## src/rtl/alu_result_fifo.sv

```systemverilog
// Result buffer between an ALU and its consumer: DEPTH-entry FIFO of {flags, result}.
// Optional flag statistics counters are built when ALU_RESULT_STATS_EN is defined.
module alu_result_fifo #(
  parameter int DEPTH = 8,
  parameter int WIDTH = 32
) (
  input  logic                     clk,
  input  logic                     rst,
  input  logic                     in_valid,
  output logic                     in_ready,
  input  logic [WIDTH-1:0]         in_result,
  input  logic                     in_overflow,
  input  logic                     in_underflow,
  input  logic                     in_error,
  output logic                     out_valid,
  input  logic                     out_ready,
  output logic [WIDTH-1:0]         out_result,
  output logic [2:0]               out_flags,
  output logic [$clog2(DEPTH):0]   count
`ifdef ALU_RESULT_STATS_EN
  ,
  input  logic                     stats_clr,
  output logic [15:0]              ovf_cnt,
  output logic [15:0]              udf_cnt,
  output logic [15:0]              err_cnt
`endif
);

  localparam int AW = $clog2(DEPTH);
  localparam int CW = AW + 1;
  localparam int EW = WIDTH + 3;
  localparam logic [AW-1:0] LAST_PTR = AW'(DEPTH - 1);
  localparam logic [AW-1:0] PTR_ONE  = AW'(1);
  localparam logic [CW-1:0] FULL_CNT = CW'(DEPTH);
  localparam logic [CW-1:0] CNT_ONE  = CW'(1);

  logic [EW-1:0] mem_r [DEPTH];
  logic [AW-1:0] wr_ptr_r;
  logic [AW-1:0] rd_ptr_r;
  logic [CW-1:0] count_r;
  logic          in_ready_r;
  logic          out_valid_r;
  logic [EW-1:0] out_data_r;

  logic          push_s;
  logic          pop_s;
  logic [EW-1:0] in_word_s;
  logic [AW-1:0] wr_ptr_nxt_s;
  logic [AW-1:0] rd_ptr_nxt_s;
  logic [CW-1:0] count_nxt_s;
  logic [EW-1:0] head_nxt_s;

  assign push_s    = in_valid && in_ready_r;
  assign pop_s     = out_valid_r && out_ready;
  assign in_word_s = {in_error, in_underflow, in_overflow, in_result};

  // Next pointers, occupancy and the head word the output register will hold.
  always_comb begin
    wr_ptr_nxt_s = wr_ptr_r;
    rd_ptr_nxt_s = rd_ptr_r;
    count_nxt_s  = count_r;
    head_nxt_s   = {EW{1'b0}};
    if (push_s) begin
      wr_ptr_nxt_s = (wr_ptr_r == LAST_PTR) ? {AW{1'b0}} : wr_ptr_r + PTR_ONE;
    end else begin
      wr_ptr_nxt_s = wr_ptr_r;
    end
    if (pop_s) begin
      rd_ptr_nxt_s = (rd_ptr_r == LAST_PTR) ? {AW{1'b0}} : rd_ptr_r + PTR_ONE;
    end else begin
      rd_ptr_nxt_s = rd_ptr_r;
    end
    case ({push_s, pop_s})
      2'b10:   count_nxt_s = count_r + CNT_ONE;
      2'b01:   count_nxt_s = count_r - CNT_ONE;
      default: count_nxt_s = count_r;
    endcase
    // The slot under the write pointer is free, so if it becomes the head it holds the new word.
    if (count_nxt_s == {CW{1'b0}}) begin
      head_nxt_s = {EW{1'b0}};
    end else if (push_s && (wr_ptr_r == rd_ptr_nxt_s)) begin
      head_nxt_s = in_word_s;
    end else begin
      head_nxt_s = mem_r[rd_ptr_nxt_s];
    end
  end

  // Storage array; contents are not cleared by reset.
  always_ff @(posedge clk) begin
    if (!rst && push_s) begin
      mem_r[wr_ptr_r] <= in_word_s;
    end
  end

  // Pointer, occupancy and registered handshake/output state.
  always_ff @(posedge clk) begin
    if (rst) begin
      wr_ptr_r    <= {AW{1'b0}};
      rd_ptr_r    <= {AW{1'b0}};
      count_r     <= {CW{1'b0}};
      in_ready_r  <= 1'b0;
      out_valid_r <= 1'b0;
      out_data_r  <= {EW{1'b0}};
    end else begin
      wr_ptr_r    <= wr_ptr_nxt_s;
      rd_ptr_r    <= rd_ptr_nxt_s;
      count_r     <= count_nxt_s;
      in_ready_r  <= (count_nxt_s != FULL_CNT);
      out_valid_r <= (count_nxt_s != {CW{1'b0}});
      out_data_r  <= head_nxt_s;
    end
  end

  assign in_ready   = in_ready_r;
  assign out_valid  = out_valid_r;
  assign out_result = out_data_r[WIDTH-1:0];
  assign out_flags  = out_data_r[EW-1:WIDTH];
  assign count      = count_r;

`ifdef ALU_RESULT_STATS_EN
  logic [15:0] ovf_cnt_r;
  logic [15:0] udf_cnt_r;
  logic [15:0] err_cnt_r;

  function automatic logic [15:0] sat_inc(input logic [15:0] cnt, input logic hit);
    if (hit && (cnt != 16'hFFFF)) begin
      sat_inc = cnt + 16'd1;
    end else begin
      sat_inc = cnt;
    end
  endfunction

  // Saturating flag event counters; clear has priority over a same-cycle push.
  always_ff @(posedge clk) begin
    if (rst || stats_clr) begin
      ovf_cnt_r <= 16'd0;
      udf_cnt_r <= 16'd0;
      err_cnt_r <= 16'd0;
    end else if (push_s) begin
      ovf_cnt_r <= sat_inc(ovf_cnt_r, in_overflow);
      udf_cnt_r <= sat_inc(udf_cnt_r, in_underflow);
      err_cnt_r <= sat_inc(err_cnt_r, in_error);
    end
  end

  assign ovf_cnt = ovf_cnt_r;
  assign udf_cnt = udf_cnt_r;
  assign err_cnt = err_cnt_r;
`endif

endmodule

```

## config.mk

```make
export PLATFORM = sky130hd
export DESIGN_NAME = alu_result_fifo
export DESIGN_NICKNAME = d
export VERILOG_FILES = /design/src/rtl/alu_result_fifo.sv
export SDC_FILE = /design/constraint.sdc
export NUM_CORES = 1
export LEC_CHECK = 0
export CAP_MARGIN = 20
export CORE_ASPECT_RATIO = 0.6
export CORE_MARGIN = 3
export CORE_UTILIZATION = 31
export DETAILED_ROUTE_END_ITERATION = 7
export HOLD_SLACK_MARGIN = 0.06
export MAX_ROUTING_LAYER = met4
export PLACE_DENSITY = 0.48
export SLEW_MARGIN = 5
export SYNTH_ARGS = -nofsm -noshare
export SYNTH_HDL_FRONTEND = slang
export SYNTH_SLANG_ARGS = --single-unit
```

## constraint.sdc

```tcl
create_clock -name clk -period 12.55 [get_ports clk]
set_clock_uncertainty 0.2 [all_clocks]
set_input_delay 1.8825 -clock clk [delete_from_list [all_inputs] [get_ports clk]]
set_output_delay 1.8825 -clock clk [all_outputs]
set_load 0.005 [all_outputs]
```

==> out/qor.yml, run 1 <==
root_buffer: "clkbuf_16"
synth_nets: 1089
critPathMaxFanout: 42
syn_area_sq_mm: 0.0133
critPathRequiredTime_ns: 12.80
io_buffers: 79
antenna_found_initial: 0
core_area_sq_mm: 0.0422
setup_viol: 0
cts_inserted_buffers: 34
drive_gt1_share_pct: 10.7
fmax_mhz: 191
place_area_sq_mm: 0.0148
postSynth.asyncResetShare_pct: 0
hold_class: "reg2reg"
cts_num_sinks: 327
slew-limit-headroom_pct: 32.9
hold_violations: 0
synth_area_per_cell_sq_um: 12.8
finalCritPeriodShare_pct: 41.7
dr_total_vias: 8548
drt_first_pass_iters: 6
p_leak_nw: 5.23
final_nets: 1161
ioPinCount: 80
yosys_warnings: 0
die_width_microns: 274
num_antenna_cells: 0
grt_pass1_vias: 8403
finish.utilization_pct: 37.6
dieArea_sq_mm: 0.0456
wirelength_mm: 35.1
overflow: 0
status: "completed"
layout_common_cells: "nand2_1, edfxtp_1, clkdlybuf4s50_1"
place_inst: 1648
area_growth_syn_to_layout_pct: 19.0
dp_hpwl_mm: 18.6
arrival_ns: 5.49
slew_violations: 0
rsz0062_at_grt: "false"
drc: 0
tightest_slew_ns: 1.01
place_congestion: 0.698
synth_cell_types: 48
grt_usage_pct: 15.8
crit_path_end_kind: "register"
ctsResizeCount: 0
syn_inst: 1043
maxCapViolCount: 0
layout_commonest_cell: "nand2_1"
postCtsSetupBuffers: 0
final_cells: 1710
clk_pin_slew_worst_paths_ns: 0.06
ys.flop_type: "edfxtp_1"
start_util_pct: 31.6
ant_nets: 0
fin_setup_tns_ns: 0
first_iter_violations: 833
htree_levels: 2
power.density_mw_per_mm2: 186
rows: 58
cts_tree: "built"
worstSetupPathType: "in2reg"
ys_seq_area_share_pct: 70.2
clk_latency_ns: 0.53
synth_edf_count: 280
wire_per_inst_microns: 20.5
hold_slack_ns: 0.299
worstSetupStartpointType: "primary input"
ys_ff_latch: 327
grt_max_degree: 77
dieHeight_microns: 167
stdcell_area_sq_mm: 0.0159
grt_pass1_wl_mm: 53.7
avgViaCountPerCell: 5.00
max-vdd-ir-drop_mv: 0.0806
hold_buffers: 0
min_period_ns: 5.24
cts.path.max_buffers: 3
==> worst max-delay path, stage by stage <==
cell	delay (ns)
clkdlybuf4s50_1	0.53
nand2_2	0.05
buf_4	0.30
inv_2	0.11
buf_4	0.47
mux2i_1	0.32
xor2_1	0.22
and4_1	0.87
buf_4	0.42
nand2_1	0.08
a21boi_1	0.18
==> Yosys cell counts, types with 2 or more instances <==
| cell | n | area [sq um] |
|---|---|---|
| ha_1 | 7 | 87.6 |
| nand3b_1 | 4 | 30.0 |
| mux2i_1 | 3 | 30.0 |
| edfxtp_1 | 280 | 8410 |
| a21boi_1 | 34 | 255 |
| a32oi_1 | 34 | 298 |
| nor3b_1 | 3 | 22.5 |
| dfxtp_1 | 47 | 941 |
| clkbuf_1 | 35 | 131 |
| o22a_1 | 34 | 298 |
| buf_4 | 4 | 30.0 |
| nand2_1 | 287 | 1080 |
| xor2_1 | 5 | 43.8 |
| xnor2_1 | 2 | 17.5 |
| mux2_2 | 33 | 372 |
| buf_2 | 26 | 130 |
| inv_1 | 4 | 15.0 |
| a21oi_1 | 41 | 205 |
| nand4_1 | 34 | 213 |
| nand3_1 | 73 | 365 |
| mux2_1 | 2 | 22.5 |
| nor2_1 | 13 | 48.8 |
| nand2b_1 | 4 | 25.0 |
| nor3_1 | 8 | 40.0 |
| a211oi_1 | 2 | 15.0 |
| buf_1 | 2 | 7.51 |
==> cells by family (layout without fill, tap and decap cells) <==
| family | count (synthesis) | count (layout) | synth area share [%] |
|---|---|---|---|
| AND/OR/NAND/NOR | 434 | 434 | 14.2 |
| adder cells (fa/ha/maj) | 7 | 7 | 0.658 |
| multiplexers | 38 | 38 | 3.18 |
| buffers and inverters | 72 | 169 | 2.39 |
| XOR/XNOR | 7 | 7 | 0.460 |
| flip-flops | 327 | 327 | 70.2 |
| AO/OA/AOI/OAI | 158 | 158 | 8.96 |
==> where the power goes <==
group | switching (mW) | leakage [nW] | internal (mW) | total, mW
registers | 0.0355 | 2.91 | 1.24 | 1.28
logic | 0.390 | 1.82 | 0.299 | 0.689
clock network | 0.423 | 0.503 | 0.550 | 0.973
==> layer usage <==
metal	global-route usage, %	vias to the layer above	wire, microns
li1	-	4018	-
met1	23.5	4298	17700
met2	23.0	193	15300
met3	2.65	39	1740
met4	2.78	0	384
met5	-	-	0
==> final cells by class <==
cell class                      count  area, sq um
Fill cell                        3995        26300
Sequential cell                   327         9350
Multi-Input combinational cell    644         3740
Timing Repair Buffer              103          975
Clock buffer                       47          941
Tap cell                          570          713
Clock inverter                     14          113
Inverter                            5         18.8
==> state kept, by name, indices dropped and copies added (netlist names) <==
name and flops:
out_valid 1, count 4, wr_ptr_r 3, rd_ptr_r 3, mem_r 280, out_data_r 35, in_ready 1
==> through the flow <==
| stage | power (mW) | setup WS, ns |
|---|---|---|
| finish | 2.94 | 7.31 |
| detailed placement | 2.00 | 6.72 |
| global placement | 2.00 | 6.83 |
| CTS | 2.98 | 7.27 |
| floorplan | 1.71 | 6.12 |
| global route | 3.09 | 7.08 |
==> path summary, 6_finish.rpt <==
path               startpoint  cells after the start              to  slack (ns)
setup / recovery    out_ready                     11  out_data_r[19]        7.31
hold / removal       in_ready                      2     wr_ptr_r[2]        0.30
setup reg to reg  rd_ptr_r[0]                     11  out_data_r[19]        8.03
hold reg to reg      in_ready                      2     wr_ptr_r[2]        0.30
Power figures use the tool's default switching activity.
==> run 2, diff against run 1 <==
Clock period 12.55 ns to 4.95 ns, I/O delays scaled along.
==> run 2 against run 1 <==
Global-route usage decreased by 0.28 points. Die area did not move. Non-clock buffer count increased by 10. Via count down 1.3%. Flip-flop and latch count did not move. Clock-buffer cell count is 2 lower. Setup slack worse by 5.9 ns. Register-to-register slack worse by 6.4 ns. Critical path type unchanged. Cell area up 0.25%. Critical path depth increased by 1. Critical endpoint is now out_data_r[32]. Worst hold slack gained 0.021 ns. Sequential share of layout area shrank 0.15 points.
==> out/qor.yml, run 2 (synthesis gave the netlist of run 1 again) <==
first_iter_violations: 687  # -18%
dp_slack_ns: 0.811  # -5.91 ns
cts_inserted_buffers: 31  # -8.8%
hold_class: "reg2reg"
nFillCells: 4030  # +0.88%
fmax_mhz: 286
ant_nets: 0  # unchanged
die_width_microns: 274  # unchanged
ctsResizeCount: 0  # unchanged
dp_hpwl_mm: 19.9  # +7.2%
drive_gt1_share_pct: 11.3  # +0.64 points
antenna_found_initial: 0  # unchanged
setup_ws_ns: 1.45  # -5.86 ns
status: "completed"
finish.utilization_pct: 37.7  # +0.095 points
crit_start: "out_ready"
postCtsSetupBuffers: 0  # unchanged
worstSetupStartpointType: "primary input"
final_nets: 1168  # +0.60%
critPathRequiredTime_ns: 5.27  # -7.53 ns
largest_register: "mem_r"
grt_pass1_wl_mm: 53.1  # -1.2%
place_inst: 1659  # +0.67%
grt_pass1_vias: 8236  # -2.0%
core_area_sq_mm: 0.0422  # unchanged
start_util_pct: 31.6  # unchanged
min_period_ns: 3.50
maxCapViolCount: 0  # unchanged
max-vdd-ir-drop_mv: 0.219  # +170%
slew-limit-headroom_pct: 37.8  # +4.9 points
layout_common_cells: "nand2_1, edfxtp_1, clkdlybuf4s50_1"
dieHeight_microns: 167  # unchanged
rsz0062_at_grt: "false"
root_buffer: "clkbuf_16"
overflow: 0  # unchanged
slew_violations: 0  # unchanged
avgViaCountPerCell: 4.92  # -1.6%
cts_tree: "built"
area_growth_syn_to_layout_pct: 19.3
dr_total_vias: 8437  # -1.3%
wirelength_mm: 34.5  # -1.9%
seq_power_share_pct: 44.3  # +0.8 points
layout_commonest_cell: "nand2_1"
pwr-share-comb_pct: 24.1  # +0.7 points
drc: 0  # unchanged
dieArea_sq_mm: 0.0456  # unchanged
clk_pin_slew_worst_paths_ns: 0.07  # about the same
ioPinCount: 80  # unchanged
cts.path.max_buffers: 3  # unchanged
final_cells: 1716  # +0.35%
crit-reg2reg-launch: "out_valid"
clk_latency_ns: 0.58  # +0.05 ns
grt_max_degree: 76  # -1.3%
num_antenna_cells: 0  # unchanged
hold_start: "in_ready"
setup_viol: 0  # unchanged
io_buffers: 79  # unchanged
largest_reg_flops: 280  # unchanged
htree_levels: 1  # -1
power.density_mw_per_mm2: 461  # +150%
power.switching_mw: 2.09  # +150%
arrival_ns: 3.82  # -1.67 ns
place_congestion: 0.718  # +2.9%
critPathMaxFanout: 42  # unchanged
pwr-share-clk_pct: 31.6  # -1.5 points
fin_setup_tns_ns: 0  # unchanged
tightest_slew_ns: 0.933  # -0.0729 ns
finalCritPeriodShare_pct: 70.7
p_leak_nw: 5.26  # +0.56%
worstSetupPathType: "in2reg"
crit_path_end_kind: "register"
hold_buffers: 0  # unchanged
drt_first_pass_iters: 4  # -2
internal_power_mw: 5.23  # +150%
fin_total_pwr_mw: 7.32  # +150%
rows: 58  # unchanged
wire_per_inst_microns: 20.1  # -2.2%
cts_num_sinks: 327  # unchanged
grt_usage_pct: 15.6  # -0.28 points
swShare_pct: 28.6  # -0.25 points
hold_violations: 0  # unchanged
[run 2: final timing paths]
check,endpoint,slack [ns],cells after the start
min reg2reg,wr_ptr_r[2],0.32,2
max,out_data_r[32],1.45,12
max reg2reg,out_data_r[32],1.68,11
min,wr_ptr_r[2],0.32,2
[run 2: cell type report]
cell class / count / area [sq um] / area share [%]
clock buffers: 45 / 848 / 5.34
clock inverters: 12 / 115 / 0.724
inverters: 5 / 18.8 / 0.118
multi-input cells: 644 / 3750 / 23.6
flip-flops and latches: 327 / 9350 / 58.8
well taps: 570 / 713 / 4.49
repair buffers: 113 / 1100 / 6.90
[run 2: stage by stage]
step	instance area, sq um	hold WS, ns
floorplan	13300	0.286
global placement	14900	0.316
detailed placement	14900	0.323
CTS	15900	0.337
global route	15900	0.352
finish	15900	0.320
[run 2: layer usage]
metal | routed length (microns) | track usage, % | vias up
met5 | 0 | - | -
met3 | 1400 | 2.46 | 37
met1 | 17500 | 23.2 | 4218
li1 | - | - | 4021
met4 | 511 | 2.64 | 0
met2 | 15000 | 22.6 | 161
[run 2: worst max-delay path, cell delays in order]
cell and delay (ns):
clkdlybuf4s50_1 0.53, nand2_2 0.08, inv_2 0.07, buf_4 0.47
ha_1 0.32, a21oi_1 0.10, xnor2_1 0.19, nor3b_1 0.27
nor3_1 0.14, a21oi_4 0.15, buf_4 0.46, o221a_2 0.28
[run 2: power by group through the flow]
stage	registers, mW	logic, mW	clock network [mW]
after global routing	3.26	1.95	2.49
final	3.25	1.76	2.31
after detailed placement	3.31	1.79	0
after CTS	3.25	1.80	2.37
after floorplan	3.29	1.04	0
after global placement	3.32	1.77	0
==> run 3, diff against run 2 <==
Clock period 4.95 ns to 3.5 ns, I/O delays scaled along.
==> run 3 against run 2 <==
Flip-flop and latch count is the same. Clock-buffer cell count shrank 5. Via count grew 0.58%. Critical endpoint is now out_data_r[7].
==> out/qor.yml, run 3 (synthesis gave the netlist of run 1 again) <==
status: "completed"
arrival_ns: 3.12  # -0.70 ns
avgViaCountPerCell: 4.91  # -0.18%
grt_pass1_vias: 8324  # +1.1%
num_antenna_cells: 0  # unchanged
rsz0062_at_grt: "false"
max-vdd-ir-drop_mv: 0.312  # +42%
largest_register: "mem_r"
power.density_mw_per_mm2: 658  # +43%
crit_top_cell: "ha_1"
cts_num_sinks: 327  # unchanged
wire_per_inst_microns: 19.7  # -1.9%
ant_nets: 0  # unchanged
seq_power_share_pct: 43.1  # -1.2 points
overflow: 0  # unchanged
drive_gt1_share_pct: 13.1  # +1.8 points
dieHeight_microns: 167  # unchanged
maxCapViolCount: 0  # unchanged
critPathSlowestCell: "clkdlybuf4s50_1"
hold_buffers: 0  # unchanged
htree_levels: 1  # unchanged
dr_total_vias: 8486  # +0.58%
grt_max_degree: 70  # -7.9%
setup_viol: 0  # unchanged
layout_commonest_cell: "nand2_1"
finalCritPeriodShare_pct: 81.8
dieArea_sq_mm: 0.0456  # unchanged
place_congestion: 0.703  # -2.0%
cts_tree: "built"
first_iter_violations: 726  # +5.7%
root_buffer: "clkbuf_16"
clk_latency_ns: 0.59  # about the same
slew-limit-headroom_pct: 63.5  # +26 points
nFillCells: 3988  # -1.0%
area_growth_syn_to_layout_pct: 21.6
core_area_sq_mm: 0.0422  # unchanged
postCtsSetupBuffers: 0  # unchanged
final_nets: 1181  # +1.1%
wirelength_mm: 34.0  # -1.2%
grt_pass1_wl_mm: 52.8  # -0.57%
hold_slack_ns: 0.299  # -0.0212 ns
critPathMaxFanout: 28  # -33%
drc: 0  # unchanged
cp_cell_sequence: "clkdlybuf4s50_1 > nand2_2 > inv_2 > ha_1 > xor2_1 > ha_1 > a21oi_1 > xnor2_1 > a21boi_0 > nor3_1 > a21oi_4 > buf_12 > a21boi_1"
pwr-share-comb_pct: 24.3  # +0.2 points
tightest_slew_ns: 0.548  # -0.386 ns
cts_inserted_buffers: 31  # unchanged
die_width_microns: 274  # unchanged
ctsResizeCount: 0  # unchanged
p_leak_nw: 5.41  # +2.9%
crit_path_end_kind: "register"
grt_usage_pct: 15.4  # -0.14 points
hold_violations: 0  # unchanged
drt_first_pass_iters: 5  # +1
worstSetupPathType: "in2reg"
layout_common_cells: "nand2_1, edfxtp_1, clkdlybuf4s50_1"
antenna_found_initial: 0  # unchanged
slew_violations: 0  # unchanged
ioPinCount: 80  # unchanged
clk_pin_slew_worst_paths_ns: 0.06  # about the same
critPathRequiredTime_ns: 3.75  # -1.52 ns
worstSetupStartpointType: "primary input"
dp_hpwl_mm: 20.3  # +1.8%
power.switching_mw: 2.99  # +43%
fmax_mhz: 349
hold_class: "reg2reg"
rows: 58  # unchanged
fin_setup_tns_ns: 0  # unchanged
internal_power_mw: 7.67  # +47%
io_buffers: 79  # unchanged
swShare_pct: 28.0  # -0.55 points
cts.path.max_buffers: 3  # unchanged
start_util_pct: 31.6  # unchanged
crit_path_max_incr_delay_ns: 0.52  # about the same
min_period_ns: 2.86
pwr-share-clk_pct: 32.6  # +1.0 points
largest_reg_flops: 280  # unchanged
[run 3: cell count changes in the layout (fill, tap and decap cells not counted), moves of 2 or more]
cell / before / now
buf_12: 4 / 12
buf_4: 30 / 34
bufinv_16: 2 / 4
clkbuf_1: 12 / 5
clkbuf_8: 2 / 4
clkinv_1: 4 / 2
clkinv_2: 3 / 9
[run 3: final cells by class]
cell class	instances	area [sq um]	area share [%]
Multi-Input combinational cell	644	3760	23.2
Clock inverter	17	204	1.26
Clock buffer	40	850	5.25
Timing Repair Buffer	126	1300	8.04
Tap cell	570	713	4.40
Inverter	5	18.8	0.116
Sequential cell	327	9350	57.7
[run 3: through the flow]
step	utilization [%]	setup slack (ns)	std cells	power, mW	cell area, sq um
finish	38.4	0.638	1729	10.7	16200
global route	38.4	0.438	1729	11.2	16200
CTS	38.4	0.634	1729	10.8	16200
detailed placement	35.9	0.0205	1672	7.31	15100
global placement	35.9	0.00664	1671	7.30	15100
floorplan	-	-0.641	1043	6.12	13300
[run 3: worst paths after layout]
path         cells after the start  slack [ns]            end        start
min                              2        0.30    wr_ptr_r[2]     in_ready
min reg2reg                      2        0.30    wr_ptr_r[2]     in_ready
max                             13        0.64  out_data_r[7]    out_ready
max reg2reg                      9        0.72  out_data_r[4]  rd_ptr_r[1]
[run 3: power by group through the flow]
| stage | clock, mW | combinational, mW | sequential (mW) |
|---|---|---|---|
| finish | 3.48 | 2.59 | 4.59 |
| CTS | 3.58 | 2.64 | 4.59 |
| detailed placement | 0 | 2.63 | 4.67 |
| global route | 3.72 | 2.88 | 4.61 |
| global placement | 0 | 2.61 | 4.69 |
| floorplan | 0 | 1.47 | 4.65 |
[run 3: per-layer routing]
| metal | global-route usage (%) | routed length, microns | part of all wire (%) | vias up |
|---|---|---|---|---|
| li1 | - | - | - | 4051 |
| met3 | 2.36 | 1440 | 4.2 | 39 |
| met5 | - | 0 | 0 | - |
| met2 | 22.3 | 14300 | 42 | 156 |
| met1 | 23.2 | 17800 | 52 | 4240 |
| met4 | 2.43 | 469 | 1.4 | 0 |
[run 3: worst max-delay path, delay by kind of cell]
kind            cells  cell delay [ns]
simple gates        2             0.56
compound gates      4             0.54
fa+ha+maj           2             0.38
buf+inv             3             0.78
xor+xnor            2             0.31
